--- src/rtl/tick_prescaler_if.sv ---
// Control/status bundle for tick_prescaler: run control in, tick/status out.
interface tick_prescaler_if #(
    parameter int DIV_W   = 16,
    parameter int BURST_W = 8
);
    logic               start;
    logic               stop;
    logic [DIV_W-1:0]   div;
    logic [BURST_W-1:0] burst_len;
    logic               tick;
    logic               busy;
    logic               done;
    logic [BURST_W-1:0] tick_count;

    modport master (
        output start, stop, div, burst_len,
        input  tick, busy, done, tick_count
    );

    modport slave (
        input  start, stop, div, burst_len,
        output tick, busy, done, tick_count
    );
endinterface

--- src/rtl/tick_prescaler.sv ---
// Programmable tick generator: one-cycle enable every div+1 cycles, optionally
// stopping after a fixed number of ticks with a done pulse.
module tick_prescaler #(
    parameter int DIV_W   = 16,
    parameter int BURST_W = 8
) (
    input  logic             clk,
    input  logic             reset,
    tick_prescaler_if.slave  bus
);
    typedef enum logic {IDLE, RUN} state_t;

    state_t             state_q, state_d;
    logic [DIV_W-1:0]   div_cnt_q, div_cnt_d;
    logic [DIV_W-1:0]   div_q, div_d;
    logic [BURST_W-1:0] len_q, len_d;
    logic [BURST_W-1:0] tick_count_q, tick_count_d;
    logic               done_q, done_d;
    logic               tick_w;
    logic               last_tick_w;

    assign tick_w      = (state_q == RUN) && (div_cnt_q == div_q);
    assign last_tick_w = tick_w && (len_q != '0) && (tick_count_q == len_q - BURST_W'(1));

    always_comb begin
        state_d      = state_q;
        div_cnt_d    = div_cnt_q;
        div_d        = div_q;
        len_d        = len_q;
        tick_count_d = tick_count_q;
        done_d       = 1'b0;
        case (state_q)
            IDLE: begin
                if (bus.start && !bus.stop) begin
                    div_d        = bus.div;
                    len_d        = bus.burst_len;
                    div_cnt_d    = '0;
                    tick_count_d = '0;
                    state_d      = RUN;
                end
            end
            RUN: begin
                div_cnt_d = tick_w ? '0 : div_cnt_q + DIV_W'(1);
                if (tick_w) begin
                    tick_count_d = tick_count_q + BURST_W'(1);
                end
                // Normal completion takes precedence over a coincident stop.
                if (last_tick_w) begin
                    state_d = IDLE;
                    done_d  = 1'b1;
                end else if (bus.stop) begin
                    state_d = IDLE;
                end
            end
            default: state_d = IDLE;
        endcase
    end

    always_ff @(posedge clk) begin
        if (!reset) begin
            state_q      <= IDLE;
            div_cnt_q    <= '0;
            div_q        <= '0;
            len_q        <= '0;
            tick_count_q <= '0;
            done_q       <= 1'b0;
        end else begin
            state_q      <= state_d;
            div_cnt_q    <= div_cnt_d;
            div_q        <= div_d;
            len_q        <= len_d;
            tick_count_q <= tick_count_d;
            done_q       <= done_d;
        end
    end

    assign bus.tick       = tick_w;
    assign bus.busy       = (state_q == RUN);
    assign bus.done       = done_q;
    assign bus.tick_count = tick_count_q;
endmodule

--- src/flat_wrapper.sv ---
// flat-port wrapper written by rule: the top's interface ports become plain ports
module tick_prescaler_flat 
#(
    parameter int DIV_W   = 16,
    parameter int BURST_W = 8
)
  (clk, reset, bus_start, bus_stop, bus_div, bus_burst_len, bus_tick, bus_busy, bus_done, bus_tick_count);
  tick_prescaler_if #(.DIV_W(DIV_W), .BURST_W(BURST_W)) bus_i ();
  input  logic clk;
  input  logic reset;
  input wire logic [$bits(bus_i.start)-1:0] bus_start;
  input wire logic [$bits(bus_i.stop)-1:0] bus_stop;
  input wire logic [$bits(bus_i.div)-1:0] bus_div;
  input wire logic [$bits(bus_i.burst_len)-1:0] bus_burst_len;
  output wire logic [$bits(bus_i.tick)-1:0] bus_tick;
  output wire logic [$bits(bus_i.busy)-1:0] bus_busy;
  output wire logic [$bits(bus_i.done)-1:0] bus_done;
  output wire logic [$bits(bus_i.tick_count)-1:0] bus_tick_count;
  assign bus_i.start = bus_start;
  assign bus_i.stop = bus_stop;
  assign bus_i.div = bus_div;
  assign bus_i.burst_len = bus_burst_len;
  assign bus_tick = bus_i.tick;
  assign bus_busy = bus_i.busy;
  assign bus_done = bus_i.done;
  assign bus_tick_count = bus_i.tick_count;
  tick_prescaler #(.DIV_W(DIV_W), .BURST_W(BURST_W)) u_core (.clk(clk), .reset(reset), .bus(bus_i));
endmodule
--- config.mk ---
export PLATFORM = sky130hd
export DESIGN_NAME = tick_prescaler_flat
export DESIGN_NICKNAME = d
export VERILOG_FILES = /design/src/rtl/tick_prescaler_if.sv /design/src/rtl/tick_prescaler.sv /design/src/flat_wrapper.sv
export SDC_FILE = /design/constraint.sdc
export NUM_CORES = 1
export LEC_CHECK = 0
export ABC_CLOCK_PERIOD_IN_PS = 1900
export CELL_PAD_IN_SITES_DETAIL_PLACEMENT = 0
export CELL_PAD_IN_SITES_GLOBAL_PLACEMENT = 2
export CORE_ASPECT_RATIO = 1.2
export CORE_MARGIN = 3
export CORE_UTILIZATION = 28
export DETAILED_ROUTE_END_ITERATION = 10
export GPL_TIMING_DRIVEN = 1
export HOLD_SLACK_MARGIN = 0.05
export MAX_ROUTING_LAYER = met4
export PLACE_DENSITY = 0.79
export SLEW_MARGIN = 20
export SYNTH_ARGS = -nofsm -noshare
export SYNTH_HDL_FRONTEND = slang
export SYNTH_SLANG_ARGS = --single-unit
--- constraint.sdc ---
create_clock -name clk -period 1.9 [get_ports clk]
set_input_delay 0.19 -clock clk [delete_from_list [all_inputs] [get_ports clk]]
set_output_delay 0.19 -clock clk [all_outputs]
set_load 0.02 [all_outputs]
==> run metrics <==
EDFF count, synth=0; HP Class=in2reg; Vias/cell=4.90; most frequent cells in the layout=nand2_1 (65), buf_4 (44), dfxtp_1 (38), clkdlybuf4s50_1 (37), a21oi_1 (28); post-route setup TNS=-0.364 ns; Final Util=a little over two fifths; worst vdd ir=0.411 mV; post-route ant nets=0; Seq cells post-synth=50; worst-margin pin slew=~0.51 ns; CTS tree=done; clk buf depth=2; Setup crit end=u_core.bus.tick_count[0]$_SDFFE_PN0P_; Mapped Cells=about 320; Reg area=a little over 1000 um2; crit path DAT=approximately 2.2 ns; final worst slack=-0.0734 ns; Final Setup Violations=9; Worst R2R Start=u_core.div_cnt_q[2]$_SDFFE_PN0P_; Area Growth Syn to Fin=45.1%; final period utilization=104%; met3 wire len=228 um; CP Class=reg2reg; crit path launch=u_core.div_cnt_q[2]$_SDFFE_PN0P_; Syn Area/Cell=just over 8 um2; Cell variety after synth=48; DR vias=roughly 2500; largest net degree at the start of global routing=27; H-tree levels=2; Antenna diodes=0; M1 WL=3.68 mm; Post-Route WL=7.68 mm; Slew Limit Fails=0; Port Buffers=38; syn_nets=about 350; status=finished, violations left; wire per inst=14.9 um; RSZ-0062 raised after global routing=yes; FMAX=around 510 MHz; required time of the critical path=roughly 2.1 ns; max_cap viols=0; CP endpoint kind=flop; drt pass-1 iters=4; share of post-route cells with drive strength above 1=around a quarter; Clock transition at path regs=roughly 0.090 ns; Fill cells=919; overall power=around 2.5 mW; Worst Reg-to-Reg Cells=8; asr flop ratio synth=0%; failing checks=setup timing; Placeable Area=a little under 9000 um2; # clock sinks=50; total grt overflow=0; synth warn=0; commonest non-fill, non-tap cell in the layout=nand2_1; Slew HR=between 60% and 70%; post-synth top area share=38.7%; all-layer global routing usage=between 10% and 20%; Layout Cells excl Fill=515; LEAKAGE=1.43 nW; detailed router's first-iteration violation count=roughly 150; Initial Util=between 20 and 30%; hpwl dp=between 5 and 6 mm; Final Skew=approximately 0.0067 ns; initial antenna violation count=0; startpoint types=flop; fin nets=429; met2 WL=3.63 mm; io pins=39; Cell Rows=37; crit-path max FO=7; Cells after DPL=about 500; Primary FF master, synth=dfxtp_1; critical-path cell list=xor2_2 -> nor4_2 -> buf_4 -> a41oi_4 -> buf_12 -> buf_8 -> or2_1 -> o211a_1; RePlAce Congestion=0.821; final hold viol count=0; DRC viols=0; die span in y=~110 um; CTS Hold Buffers Added=0; Final Critical Period=just under 2 ns; die width=about 94 um; pwr/cell area=656 nW/um2; CP peak stage delay=0.35 ns; first-pass GRT wire length=12.6 mm; Crit-path slowest cell=dfxtp_2; FF-to-FF setup slack=-0.07 ns; cts bufs inserted=5; dominant cells by area after synthesis=dfxtp_1 (39%), nand2_1 (9.4%), xor2_1 (7.4%), a21oi_1 (5.8%), a31oi_1 (5.1%); register area share after synthesis=38.7%; vias in the first global route=about 2500; die area=between 10000 and 15000 um2; Post-Synthesis Cell Area=between 2000 and 3000 um2; DR top layer=met4; clock latency on the worst-skew pair=0.31 ns; post-synth top area cell=dfxtp_1; CTS Root Cell=clkbuf_8; area occupied by multi-input gates=around 1600 um2; Worst R2R End=u_core.bus.tick_count[0]$_SDFFE_PN0P_
[layout make-up]
class / count / share of cell area (%)
Inverter: 10 / 1.00
Sequential cell: 50 / 27.1
Clock buffer: 6 / 2.20
Multi-Input combinational cell: 243 / 43.0
Timing Repair Buffer: 87 / 21.3
Clock inverter: 2 / 1.60
Tap cell: 117 / 3.90
[metrics by stage]
step | area [um2] | setup WS (ns) | hold WS (ns)
CTS | 3700 | -0.108 | 0.409
detailed placement | 3430 | -0.149 | 0.460
global route | 3750 | -0.116 | 0.410
global placement | 3430 | -0.141 | 0.457
floorplan | 2590 | 0.0675 | 0.326
finish | 3750 | -0.0734 | 0.419
[logic make-up (layout without fill, tap and decap cells)]
group	after synthesis	in the layout	share of synthesized area, %
buffers and inverters	26	105	3.82
AOI/OAI and AO/OA	74	74	17.7
adders and majority gates	4	4	1.93
and+or+nand+nor	136	136	27.9
DFF	50	50	38.7
muxes	2	2	0.774
xor gates and xnor gates	27	27	9.14
[worst max-delay path, delay by kind of cell, from the launching register on]
kind            cells  cell delay (ns)
compound gates      2             0.33
xor+xnor            1             0.19
buf+inv             3             0.47
flops               1             0.35
simple gates        2             0.54
[cells in the mapped netlist (2+ instances only)]
cell type and count:
xnor2_1 5, nor4_1 3, o21ai_0 4, a21oi_1 30, o21ai_1 2, nor4_4 2
nand4b_1 4, mux2i_1 2, nor3_1 5, nor4_2 4, o31ai_1 3, or3_1 6
nand4_1 6, ha_1 4, o211ai_1 2, or4_1 3, dfxtp_1 50, and4_1 2
inv_1 9, clkbuf_1 15, nand2_1 65, a31oi_1 21, nor2_1 12, nor3b_1 2
nand3_1 11, and3_1 2, xor2_1 22, and2_1 3
[registers in the layout, indices dropped and copies added, names as in the netlist]
| register | flops |
|---|---|
| u_core.len_q | 8 |
| u_core.div_q | 16 |
| u_core.div_cnt_q | 16 |
| u_core.bus.tick_count | 8 |
| u_core.bus.done | 1 |
| u_core.bus.busy | 1 |
[power by group]
group / switching, mW / total, mW / leakage [nW] / internal (mW)
combinational: 0.225 / 0.434 / 0.951 / 0.209
sequential: 0.0264 / 1.10 / 0.411 / 1.08
clock: 0.365 / 0.927 / 0.0714 / 0.562
[routing by layer]
layer	vias up	global-route usage, %
met5	-	-
li1	1295	-
met2	41	23.8
met1	1176	20.6
met4	0	4.43
met3	12	2.85
[what timing repair did]
action,in CTS,in global routing
gates resized for setup,33,9
pin swaps,21,6
setup buffers,4,0
endpoints found under the setup margin,8,16
[worst min path at each step]
| stage | start | end | slack [ns] | cells after the start |
|---|---|---|---|---|
| finish | bus_burst_len[1] | u_core.len_q[1]$_SDFFE_PN0P_ | 0.42 | 3 |
| global route | bus_burst_len[1] | u_core.len_q[1]$_SDFFE_PN0P_ | 0.41 | 3 |
| CTS | bus_burst_len[1] | u_core.len_q[1]$_SDFFE_PN0P_ | 0.41 | 3 |
| detailed placement | u_core.div_q[8]$_SDFFE_PN0P_ | u_core.div_q[8]$_SDFFE_PN0P_ | 0.46 | 2 |
| global placement | u_core.div_q[8]$_SDFFE_PN0P_ | u_core.div_q[8]$_SDFFE_PN0P_ | 0.46 | 2 |
| floorplan | bus_div[0] | u_core.div_q[0]$_SDFFE_PN0P_ | 0.33 | 2 |
(Power assumes the default switching activity.)
